==> config.mk <==
export PLATFORM = sky130hd
export DESIGN_NAME = decode_stage
export DESIGN_NICKNAME = d
export VERILOG_FILES = /design/src/rtl/decode_stage.sv
export SDC_FILE = /design/constraint.sdc
export NUM_CORES = 1
export LEC_CHECK = 0
export BUFFER_PORTS_ARGS = -buffer_cell sky130_fd_sc_hd__clkbuf_2
export CAP_MARGIN = 20
export CORE_UTILIZATION = 30
export CTS_CLUSTER_DIAMETER = 40
export DETAILED_ROUTE_END_ITERATION = 8
export PLACE_DENSITY = 0.64
export SLEW_MARGIN = 20
export SYNTH_ARGS = -nofsm -noshare
export SYNTH_HDL_FRONTEND = slang
export SYNTH_SLANG_ARGS = --single-unit
==> constraint.sdc <==
create_clock -name clock -period 4.35 [get_ports clock]
set_input_delay 0.2175 -clock clock [delete_from_list [all_inputs] [get_ports clock]]
set_output_delay 0.2175 -clock clock [all_outputs]
set_load 0.02 [all_outputs]
==> src/rtl/decode_stage.sv <==
// Registered RV decode stage with a one-cycle load-use bubble and saturating stall counter.
// Optional macro DECODE_ILLEGAL_DETECT_EN flags unknown opcodes and squashes their enables.
module decode_stage #(
    parameter int XLEN  = 32,
    parameter int CNT_W = 16
) (
    input  logic             clock,
    input  logic             reset,
    input  logic             io_in_valid,
    output logic             io_in_ready,
    input  logic [31:0]      io_in_instruction,
    input  logic [XLEN-1:0]  io_in_pc,
    input  logic             io_flush,
    output logic             io_out_valid,
    input  logic             io_out_ready,
    output logic [XLEN-1:0]  io_out_pc,
    output logic [4:0]       io_out_reg1_read_address,
    output logic [4:0]       io_out_reg2_read_address,
    output logic [XLEN-1:0]  io_out_immediate,
    output logic             io_out_aluop1_source,
    output logic             io_out_aluop2_source,
    output logic             io_out_memory_read_enable,
    output logic             io_out_memory_write_enable,
    output logic             io_out_reg_write_enable,
    output logic [1:0]       io_out_wb_reg_write_source,
    output logic [4:0]       io_out_reg_write_address,
    output logic             io_out_illegal,
    output logic [CNT_W-1:0] io_stall_count,
    output logic [1:0]       io_debug_state
);
    // Handshake: a word moves across a port in any cycle where valid and ready are both high
    // at the rising edge; valid never depends on ready, and a held bundle stays stable until taken.

    typedef enum logic [1:0] {
        S_EMPTY  = 2'd0,
        S_FULL   = 2'd1,
        S_BUBBLE = 2'd2
    } state_t;

    localparam logic [6:0] OPC_OP_IMM = 7'h13;
    localparam logic [6:0] OPC_LOAD   = 7'h03;
    localparam logic [6:0] OPC_JALR   = 7'h67;
    localparam logic [6:0] OPC_STORE  = 7'h23;
    localparam logic [6:0] OPC_BRANCH = 7'h63;
    localparam logic [6:0] OPC_LUI    = 7'h37;
    localparam logic [6:0] OPC_AUIPC  = 7'h17;
    localparam logic [6:0] OPC_JAL    = 7'h6f;
    localparam logic [6:0] OPC_OP     = 7'h33;

    state_t      state;
    logic        load_pending;
    logic [4:0]  load_rd;

    logic [31:0] ins;
    logic [6:0]  opcode;
    logic [4:0]  rs1, rs2, rd;
    logic        is_op_imm, is_load, is_jalr, is_store, is_branch;
    logic        is_lui, is_auipc, is_jal, is_op, known;

    logic [31:0]     imm32;
    logic [XLEN-1:0] d_imm;
    logic [4:0]      d_rs1;
    logic            d_a1, d_a2, d_mr, d_mw, d_we, d_illegal;
    logic [1:0]      d_wb;

    logic rs1_used, rs2_used, hazard, out_fire, accept;

    assign ins       = io_in_instruction;
    assign opcode    = ins[6:0];
    assign rs1       = ins[19:15];
    assign rs2       = ins[24:20];
    assign rd        = ins[11:7];
    assign is_op_imm = (opcode == OPC_OP_IMM);
    assign is_load   = (opcode == OPC_LOAD);
    assign is_jalr   = (opcode == OPC_JALR);
    assign is_store  = (opcode == OPC_STORE);
    assign is_branch = (opcode == OPC_BRANCH);
    assign is_lui    = (opcode == OPC_LUI);
    assign is_auipc  = (opcode == OPC_AUIPC);
    assign is_jal    = (opcode == OPC_JAL);
    assign is_op     = (opcode == OPC_OP);
    assign known     = is_op_imm | is_load | is_jalr | is_store | is_branch
                     | is_lui | is_auipc | is_jal | is_op;

    always_comb begin
        imm32 = {{20{ins[31]}}, ins[31:20]};
        if (is_store)
            imm32 = {{20{ins[31]}}, ins[31:25], ins[11:7]};
        else if (is_branch)
            imm32 = {{19{ins[31]}}, ins[31], ins[7], ins[30:25], ins[11:8], 1'b0};
        else if (is_lui || is_auipc)
            imm32 = {ins[31:12], 12'b0};
        else if (is_jal)
            imm32 = {{11{ins[31]}}, ins[31], ins[19:12], ins[20], ins[30:21], 1'b0};
    end

    assign d_imm = XLEN'($signed(imm32));

    always_comb begin
        d_rs1 = is_lui ? 5'd0 : rs1;
        d_a1  = is_auipc | is_branch | is_jal;
        d_a2  = ~is_op;
        d_mr  = is_load;
        d_mw  = is_store;
        d_we  = is_op | is_op_imm | is_load | is_auipc | is_lui | is_jal | is_jalr;
        d_wb  = 2'd0;
        if (is_load)
            d_wb = 2'd1;
        else if (is_jal || is_jalr)
            d_wb = 2'd3;
`ifdef DECODE_ILLEGAL_DETECT_EN
        d_illegal = ~known;
        if (!known) begin
            d_mr = 1'b0;
            d_mw = 1'b0;
            d_we = 1'b0;
        end
`else
        d_illegal = 1'b0;
`endif
    end

    // Source registers only count when the opcode actually reads them.
    assign rs1_used = ~(is_lui | is_auipc | is_jal);
    assign rs2_used = is_op | is_store | is_branch;

    assign io_out_valid   = (state == S_FULL);
    assign io_debug_state = state;
    assign out_fire       = io_out_valid && io_out_ready;

    // A bundle that stays held already separates the load from its consumer, so no bubble then.
    assign hazard = load_pending && io_in_valid && (state != S_BUBBLE)
                 && (!io_out_valid || io_out_ready)
                 && ((rs1_used && (rs1 != 5'd0) && (rs1 == load_rd))
                  || (rs2_used && (rs2 != 5'd0) && (rs2 == load_rd)));

    assign io_in_ready = !reset && (io_flush
                      || ((state != S_BUBBLE) && (!io_out_valid || io_out_ready) && !hazard));
    assign accept = io_in_valid && io_in_ready && !io_flush;

    always_ff @(posedge clock) begin
        if (reset) begin
            state                      <= S_EMPTY;
            load_pending               <= 1'b0;
            load_rd                    <= 5'd0;
            io_stall_count             <= '0;
            io_out_pc                  <= '0;
            io_out_reg1_read_address   <= 5'd0;
            io_out_reg2_read_address   <= 5'd0;
            io_out_immediate           <= '0;
            io_out_aluop1_source       <= 1'b0;
            io_out_aluop2_source       <= 1'b0;
            io_out_memory_read_enable  <= 1'b0;
            io_out_memory_write_enable <= 1'b0;
            io_out_reg_write_enable    <= 1'b0;
            io_out_wb_reg_write_source <= 2'd0;
            io_out_reg_write_address   <= 5'd0;
            io_out_illegal             <= 1'b0;
        end else begin
            load_pending <= out_fire && io_out_memory_read_enable
                         && (io_out_reg_write_address != 5'd0) && !io_flush;
            load_rd      <= io_out_reg_write_address;
            if (io_flush) begin
                state <= S_EMPTY;
            end else if (hazard) begin
                state <= S_BUBBLE;
                if (io_stall_count != '1)
                    io_stall_count <= io_stall_count + 1'b1;
            end else if (state == S_BUBBLE) begin
                state <= S_EMPTY;
            end else if (accept) begin
                state                      <= S_FULL;
                io_out_pc                  <= io_in_pc;
                io_out_reg1_read_address   <= d_rs1;
                io_out_reg2_read_address   <= rs2;
                io_out_immediate           <= d_imm;
                io_out_aluop1_source       <= d_a1;
                io_out_aluop2_source       <= d_a2;
                io_out_memory_read_enable  <= d_mr;
                io_out_memory_write_enable <= d_mw;
                io_out_reg_write_enable    <= d_we;
                io_out_wb_reg_write_source <= d_wb;
                io_out_reg_write_address   <= rd;
                io_out_illegal             <= d_illegal;
            end else if (out_fire) begin
                state <= S_EMPTY;
            end
        end
    end

endmodule
==> run_results.csv, run 1 <==
group,metric,value,unit
sta,period_minus_slack,2.648,ns
floorplanning,dieArea,15850,um^2
grt,grt_pass1_wl,20590,um
synth,ys.flop_type,"dfxtp_1",
synth,async_flop_share,0,%
sta,report.final.slew_viol_count,0,
cells_and_area,fin_area,5918,um^2
cells_and_area,final_nets,774,
clocking,h-tree-depth,3,
synth,synth_seq_area_share,47.83,%
floorplanning,rows,44,
sta,tightest_slew,0.8228,ns
sta,tns,0,ns
floorplanning,fp.dieW,125.9,um
sta,post-route-period-util,60.88,%
synth,syn_avg_cell_area,8.326,um^2
routing,drc,0,
place,hpwl,9359,um
worst_setup_path,cp_data_required_time,4.63,ns
synth,yosysTopAreaCell,"dfxtp_1",
sta,clock_skew,0.008165,ns
synth,synth_cell_type_count,52,
clocking,postCtsSetupBuffers,0,
clocking,cts-resized-gates,0,
status,outcome,"finished, final reports clean",
sta,hold_viol_final,0,
sta,fmax,0.3776,GHz
cells_and_area,syn2layout_area_growth,28.53,%
clocking,postCtsHoldBufs,0,
floorplanning,core_area,14750,um^2
cells_and_area,n_antenna_cell,0,
clocking,cts_buffers,9,
clocking,clock_latency,0.35,ns
sta,rsz0062_at_grt,"false",
cells_and_area,drive_gt1_share,30.75,%
grt,grt_pass1_vias,3964,
place,place_inst,877,
routing,num_vias,4422,
run,maxCapViolations,0,
routing,avgRoutedWirePerCell,14.59,um
grt,antenna_found_initial,0,
routing,routed_wl,13030,um
sta,setup_viol,0,
sta,relSlewSlack,45.15,%
place,dpl_cell_area,5573,um^2
worst_setup_path,crit_path_max_incr_delay,0.62,ns
worst_hold_path,hold_class,"in2reg",
grt,grt_use_total,16.46,%
power_and_ir_drop,p_leak,2.421,nW
power_and_ir_drop,powerDensity,380.9,nW/um^2
synth,synth_top_area_share,47.83,%
synth,ys_ff_latch,110,
floorplanning,io_pins,176,
worst_setup_path,path_class,"reg2reg",
worst_setup_path,arrival,2.92,ns
synth,synth.top_cells.by_area,"dfxtp_1 (48%), nand2_1 (8.7%), a21oi_1 (7.3%)",
clocking,clk_pin_slew,0.08,ns
routing,drtIter0Drc,201,
worst_setup_path,worstPathCellList,"xor2_1 -> nor3_1 -> o2111ai_2 -> o32a_2 -> nand3_4 -> buf_4 -> nand2_1 -> a21oi_1",
routing,drt-pass1-iter-count,4,
floorplanning,die_height,125.9,um
grt,grt-ovfl-total,0,
synth,ys_warn_count,0,
routing,viasPerCell,4.952,
power_and_ir_drop,finalPower,2.254,mW
place,gp_congestion,0.7729,
place,port_buffers,174,
clocking,clockBufferDepth,2,
sta,hold_ws,0.08079,ns
worst_setup_path,cp_max_fo,68,
worst_setup_path,cp-start-kind,"register",
synth,syn_inst,553,
clocking,cts-root-buf,"clkbuf_16",
worst_setup_path,slowest_stage,"nand3_4",
routing,final_antenna_net_count,0,
clocking,cts_tree,"built",
synth,syn_nets,623,
clocking,clock-sinks,110,
worst_setup_path,endpoint_kind,"register",
synth,synth_area,4604,um^2
synth,synth_edf_count,0,
grt,grt_max_degree,76,
cells_and_area,final_cells,893,
floorplanning,initial_core_util,31.21,%
power_and_ir_drop,vdd_drop_max,184.4,uV
## through the flow
step	setup WS [ns]	utilization, %
2_1_floorplan	2.139	-
3_3_place_gp	1.415	37.77
3_5_place_dp	1.346	37.77
4_1_cts	1.660	40.11
5_1_grt	1.453	40.11
6_report	1.702	40.11
## worst paths after layout
kind	startpoint	end	slack, ns	depth (start not counted)
worst min-delay path	io_in_pc[27]	io_out_pc[27]	0.08	3
worst min register to register	io_out_pc[15]	io_out_pc[15]	0.45	2
worst max-delay path	load_rd[0]	io_out_pc[9]	1.70	8
worst max register to register	load_rd[0]	io_out_pc[9]	1.70	8
## layer usage
layer  GRT usage, %  part of all wire [%]  vias up
met3          4.121                   6.3       17
met5              0                     0        -
met2          25.61                    45      133
met4          6.591                   2.1        0
met1          21.79                    47     2049
li1               -                     -     2223
## cell type report
type / instances / area (um^2)
fill: 1516 / 8836
inverter: 4 / 15.01
multi-input combinational: 399 / 2195
sequential: 110 / 2202
clock buffer: 9 / 225.2
clock inverter: 7 / 120.1
timing repair buffer: 180 / 930.9
tap: 184 / 230.2
## cells in the mapped netlist, types with 4 or more instances
master,n
dfxtp_1,110
nand2_1,107
a21oi_1,67
nor2_1,47
nor3_1,31
a211oi_1,20
clkbuf_1,19
nand3_1,18
buf_2,14
nor2b_1,11
xor2_1,10
mux2_2,9
o21ai_0,7
or3_1,7
and3_1,6
or4_1,6
nand4_1,5
a221oi_1,4
inv_1,4
xnor2_1,4
## critical path, delay by kind of cell (launching register included)
family          cells  cell delay (ns)
simple gates        3             0.92
compound gates      3             0.77
buf+inv             1             0.38
flops               1             0.34
xor+xnor            1             0.14
## power breakdown
part	leakage (nW)	switching (mW)	total, mW	internal (mW)
sequential	0.894	0.0193	1.06	1.04
clock	0.166	0.393	0.959	0.567
combinational	1.36	0.153	0.236	0.0828
total	2.42	0.565	2.25	1.69
## flip-flops by register name, summed over array words and instances (netlist names)
| name | flops |
|---|---|
| io_out_aluop1_source | 1 |
| io_out_reg_write_address | 5 |
| io_out_reg_write_enable | 1 |
| io_out_aluop2_source | 1 |
| io_out_reg1_read_address | 5 |
| io_out_reg2_read_address | 5 |
| load_rd | 5 |
| load_pending | 1 |
| io_debug_state | 2 |
| io_stall_count | 16 |
| io_out_immediate | 32 |
| io_out_memory_read_enable | 1 |
| io_out_memory_write_enable | 1 |
| io_out_wb_reg_write_source | 2 |
| io_out_pc | 32 |
## layout by cell type, fill, tap and decap left out, types with 9 or more instances in the layout
master,instances
nand3_1,18
dfxtp_1,110
a211oi_1,20
clkbuf_16,9
clkbuf_2,173
mux2_2,9
a21oi_1,67
nor2b_1,11
nand2_1,107
nor3_1,31
xor2_1,10
nor2_1,47
## cell families (layout without fill, tap and decap cells)
family | Yosys count | count (layout) | synth area share, %
xor gates and xnor gates | 14 | 14 | 2.663
adders and majority gates | 1 | 1 | 0.2717
muxes | 10 | 10 | 2.419
AOI/OAI and AO/OA | 113 | 113 | 15.38
and+or+nand+nor | 260 | 260 | 26.66
buffers and inverters | 44 | 200 | 4.701
DFF | 110 | 110 | 47.83
other | 1 | 1 | 0.08144
(Power assumes the default switching activity.)
==> run 2: changes to the inputs <==
- clock period: 4.35 -> 2.6 ns (I/O delays scaled with it)
==> run_results.csv, run 2 (same netlist as run 1, synthesis figures left out) <==
group,metric,value,unit
sta,tightest_slew,0.8681,ns
routing,drc,0,
floorplanning,dieArea,15850,um^2
run,maxCapViolations,0,
grt,grt_use_total,17.45,%
grt,antenna_found_initial,0,
sta,rsz0062_at_grt,"false",
floorplanning,die_height,125.9,um
cells_and_area,syn2layout_area_growth,36.63,%
power_and_ir_drop,power.switching,0.9289,mW
worst_setup_path,crit_top_cell,"nor4_1",
place,port_buffers,174,
floorplanning,initial_core_util,31.21,%
power_and_ir_drop,vdd_drop_max,342.9,uV
sta,hold_ws,0.02415,ns
floorplanning,rows,44,
sta,relSlewSlack,42.13,%
power_and_ir_drop,powerDensity,572.0,nW/um^2
clocking,h-tree-depth,3,
cells_and_area,layout_common_cells,"clkbuf_2 (173), dfxtp_1 (110), nand2_1 (107)",
power_and_ir_drop,intPower,2.670,mW
floorplanning,core_area,14750,um^2
sta,report.final.slew_viol_count,0,
clocking,clock-sinks,110,
power_and_ir_drop,pwr-share-seq,49.2,%
power_and_ir_drop,swShare,25.81,%
cells_and_area,final_common_cell,"clkbuf_2",
worst_setup_path,crit_path_max_incr_delay,0.40,ns
place,hpwl,9472,um
status,outcome,"finished, final reports clean",
worst_setup_path,slowest_stage,"nor4_1",
power_and_ir_drop,comb_power_share,12.5,%
grt,grt-ovfl-total,0,
clocking,clockBufferDepth,2,
cells_and_area,reg_top3,"io_out_immediate (32), io_out_pc (32), io_stall_count (16)",
sta,tns,0,ns
grt,grt_pass1_vias,4157,
clocking,clk_pin_slew,0.08,ns
sta,period_minus_slack,2.342,ns
floorplanning,fp.dieW,125.9,um
worst_setup_path,cp-start-kind,"register",
worst_hold_path,hold_class,"in2reg",
sta,clock_skew,0.008048,ns
clocking,cts_buffers,9,
sta,setup_viol,0,
clocking,clock_latency,0.35,ns
routing,num_vias,4504,
clocking,cts_tree,"built",
worst_setup_path,path_delay_family,"simple AND/OR/NAND/NOR gates",
grt,grt_max_degree,81,
worst_setup_path,endpoint_kind,"register",
routing,viasPerCell,4.833,
worst_setup_path,timing.rr.start,"load_rd[1]",
worst_setup_path,arrival,2.58,ns
sta,fmax,0.4270,GHz
power_and_ir_drop,pwr-share-clk,38.3,%
routing,drt-pass1-iter-count,4,
cells_and_area,drive_gt1_share,29.68,%
power_and_ir_drop,p_leak,2.583,nW
routing,avgRoutedWirePerCell,14.74,um
worst_setup_path,path_class,"reg2reg",
cells_and_area,n_antenna_cell,0,
sta,post-route-period-util,90.07,%
floorplanning,io_pins,176,
worst_setup_path,worstPathCellList,"xor2_1 -> nor4_1 -> o211ai_2 -> o32ai_4 -> nand3_4 -> nor4_1 -> mux2_2",
worst_setup_path,worst-path-buf-inv,0,
routing,final_antenna_net_count,0,
clocking,cts-root-buf,"clkbuf_16",
cells_and_area,fillCellCount,1502,
worst_setup_path,cp_max_fo,19,
routing,routed_wl,13730,um
grt,grt_pass1_wl,21870,um
worst_setup_path,startpoint,"load_rd[1]",
worst_setup_path,cp_data_required_time,2.84,ns
routing,drtIter0Drc,178,
worst_hold_path,min_from,"io_in_instruction[10]",
cells_and_area,final_nets,813,
sta,hold_viol_final,0,
place,gp_congestion,0.7663,
## run 2: changes by cell type in the layout (fill, tap and decap cells not counted), sizes merged
cell         change
buf              +6
bufinv           -2
clkbuf           +2
clkinv           +2
dlygate4sd3     +33
inv              -2
## run 2: through the flow
| step | cell area, um^2 | power, mW | worst slack [ns] | util [%] | cells |
|---|---|---|---|---|---|
| global placement | 5668 | 2.218 | 0.1325 | 38.42 | 883 |
| CTS | 6281 | 3.657 | 0.2429 | 42.57 | 931 |
| detailed placement | 5668 | 2.219 | 0.1317 | 38.42 | 883 |
| finish | 6291 | 3.599 | 0.2581 | 42.64 | 932 |
| floorplan | 4604 | 2.040 | 0.3885 | - | 553 |
| global route | 6291 | 3.768 | 0.02620 | 42.64 | 932 |
## run 2: layer usage
metal	part of all wire (%)	GRT usage [%]
met4	1.3	4.890
met3	6.1	5.947
met2	47	28.44
met1	46	21.85
met5	0	0
## run 2: final cells by class
| cell class | count | area, um^2 | share of cell area [%] |
|---|---|---|---|
| Clock buffer | 11 | 232.7 | 3.699 |
| Clock inverter | 5 | 60.06 | 0.9547 |
| Inverter | 4 | 15.01 | 0.2387 |
| Multi-Input combinational cell | 399 | 2195 | 34.88 |
| Sequential cell | 110 | 2202 | 35.00 |
| Tap cell | 184 | 230.2 | 3.660 |
| Timing Repair Buffer | 219 | 1356 | 21.56 |
## run 2: power by group through the flow
stage | registers [mW] | logic (mW) | clock network, mW
floorplan | 1.87 | 0.171 | 0
global placement | 1.81 | 0.410 | 0
detailed placement | 1.81 | 0.410 | 0
CTS | 1.77 | 0.448 | 1.44
global route | 1.78 | 0.489 | 1.50
finish | 1.77 | 0.449 | 1.38
## run 2: worst paths after layout
check	depth (start not counted)	endpoint	slack [ns]
max	7	io_stall_count[11]	0.26
min	2	io_out_reg_write_address[3]	0.02
max reg2reg	7	io_stall_count[11]	0.26
min reg2reg	2	io_out_pc[10]	0.45
## run 2: repair_timing
| item | CTS | global route |
|---|---|---|
| gates resized for setup | 0 | 0 |
| hold buffers | 32 | 1 |
| endpoints found under the hold margin | 32 | 1 |
| setup buffers | 0 | 0 |
==> run 3: changes to the inputs <==
- CORE_UTILIZATION: 30 -> 45
- PLACE_DENSITY: 0.64 -> 0.85
==> run_results.csv, run 3 (same netlist as run 1, synthesis figures left out) <==
group,metric,value,unit
floorplanning,die_height,103.2,um
status,outcome,"finished, final reports clean",
sta,clock_skew,0.01075,ns
place,hpwl,9018,um
worst_setup_path,cp_max_fo,3,
grt,antenna_found_initial,0,
place,gp_congestion,0.9549,
routing,final_antenna_net_count,0,
routing,num_vias,4695,
grt,grt-ovfl-total,0,
sta,rsz0062_at_grt,"false",
routing,routed_wl,12880,um
worst_setup_path,path_class,"reg2out",
clocking,cts-root-buf,"clkbuf_8",
clocking,clock-sinks,110,
power_and_ir_drop,swShare,26.45,%
worst_setup_path,endpoint_kind,"output port",
cells_and_area,final_nets,811,
routing,drc,0,
sta,setup_viol,0,
sta,hold_viol_final,0,
worst_setup_path,slowest_stage,"o32ai_4",
power_and_ir_drop,powerDensity,538.6,nW/um^2
place,port_buffers,174,
power_and_ir_drop,power.switching,0.8676,mW
clocking,cts-resized-gates,0,
power_and_ir_drop,pwr-share-clk,32.7,%
floorplanning,fp.dieW,103.2,um
routing,drt-pass1-iter-count,4,
power_and_ir_drop,intPower,2.413,mW
sta,tns,0,ns
cells_and_area,layout_common_cells,"clkbuf_2 (173), dfxtp_1 (110), nand2_1 (107)",
worst_setup_path,arrival,2.27,ns
floorplanning,core_area,9864,um^2
routing,drtIter0Drc,148,
floorplanning,rows,36,
sta,post-route-period-util,92.35,%
sta,tightest_slew,1.078,ns
grt,grt_use_total,23.87,%
clocking,clock_latency,0.37,ns
grt,use_met2,42.00,%
cells_and_area,n_antenna_cell,0,
clocking,clk_pin_slew,0.10,ns
worst_setup_path,worstPathCellList,"xor2_1 -> nor3_1 -> o2111ai_2 -> o32ai_4 -> nand2_1 -> a21oi_1 -> nor2_1 -> clkbuf_2",
routing,avgRoutedWirePerCell,14.66,um
clocking,cts_buffers,9,
grt,grt_use_met3,4.542,%
clocking,h-tree-depth,3,
grt,grt_max_degree,110,
power_and_ir_drop,vdd_drop_max,239.1,uV
clocking,clockBufferDepth,2,
power_and_ir_drop,pwr-share-seq,54.0,%
cells_and_area,drive_gt1_share,29.53,%
grt,grt_pass1_vias,4279,
grt,grt_pass1_wl,19850,um
cells_and_area,reg_top3,"io_out_immediate (32), io_out_pc (32), io_stall_count (16)",
grt,busiest_layer,"met2",
floorplanning,dieArea,10640,um^2
cells_and_area,final_common_cell,"clkbuf_2",
floorplanning,io_pins,176,
routing,viasPerCell,5.347,
worst_setup_path,cp-start-kind,"register",
floorplanning,initial_core_util,46.68,%
worst_setup_path,crit_path_max_incr_delay,0.37,ns
sta,relSlewSlack,28.15,%
cells_and_area,syn2layout_area_growth,32.28,%
sta,fmax,0.4165,GHz
worst_hold_path,hold_class,"in2reg",
grt,use_met1,27.53,%
run,maxCapViolations,0,
power_and_ir_drop,comb_power_share,13.3,%
worst_setup_path,cp_data_required_time,2.47,ns
power_and_ir_drop,p_leak,2.519,nW
clocking,cts_tree,"built",
sta,period_minus_slack,2.401,ns
sta,report.final.slew_viol_count,0,
cells_and_area,final_util,61.75,%
[run 3: cell type report]
| class | count | area [um^2] |
|---|---|---|
| Timing Repair Buffer | 217 | 1306 |
| Clock inverter | 4 | 55.05 |
| Clock buffer | 11 | 151.4 |
| Multi-Input combinational cell | 399 | 2195 |
| Inverter | 4 | 15.01 |
| Fill cell | 837 | 3774 |
| Tap cell | 133 | 166.4 |
| Sequential cell | 110 | 2202 |
[run 3: routing by layer]
metal | part of all wire (%) | wire length [um]
met5 | 0 | 0
met4 | 3.1 | 401
met3 | 6.2 | 800
met2 | 50 | 6427
met1 | 41 | 5246
[run 3: per-stage QoR]
stage | std cells | setup slack (ns) | power, mW | hold WS, ns | cell area (um^2)
floorplan | 553 | 0.3885 | 2.040 | 0.2093 | 4604
global placement | 829 | 0.2596 | 2.190 | 0.3524 | 5544
finish | 878 | 0.1989 | 3.281 | 0.01982 | 6091
global route | 878 | 0.05080 | 3.420 | 0.009576 | 6091
detailed placement | 829 | 0.1571 | 2.201 | 0.3592 | 5544
CTS | 878 | 0.1900 | 3.292 | 0.003619 | 6091
[run 3: final timing paths]
check,startpoint,to,slack (ns),cells after the start
worst max-delay path,load_rd[0],io_in_ready,0.20,8
worst min-delay path,io_in_instruction[30],io_out_immediate[10],0.02,3
worst max register to register,load_rd[0],io_stall_count[15],0.21,7
worst min register to register,io_out_pc[24],io_out_pc[24],0.46,2
[run 3: repair_timing]
item | 4_1_cts | 5_1_grt
hold buffers | 34 | 0
hold endpoints to repair | 34 | 0
buffers inserted | 0 | 0
[run 3: critical path, delay by kind of cell, from the launching register on]
family	cells	cell delay [ns]
AOI/OAI and AO/OA	3	0.74
and+or+nand+nor	3	0.44
DFF	1	0.36
buffers and inverters	1	0.21
xor gates and xnor gates	1	0.15
[run 3: power by group through the flow]
stage | combinational [mW] | sequential [mW] | clock, mW
floorplan | 0.171 | 1.87 | 0
global placement | 0.383 | 1.81 | 0
detailed placement | 0.391 | 1.81 | 0
CTS | 0.433 | 1.77 | 1.09
global route | 0.476 | 1.78 | 1.16
finish | 0.436 | 1.77 | 1.07
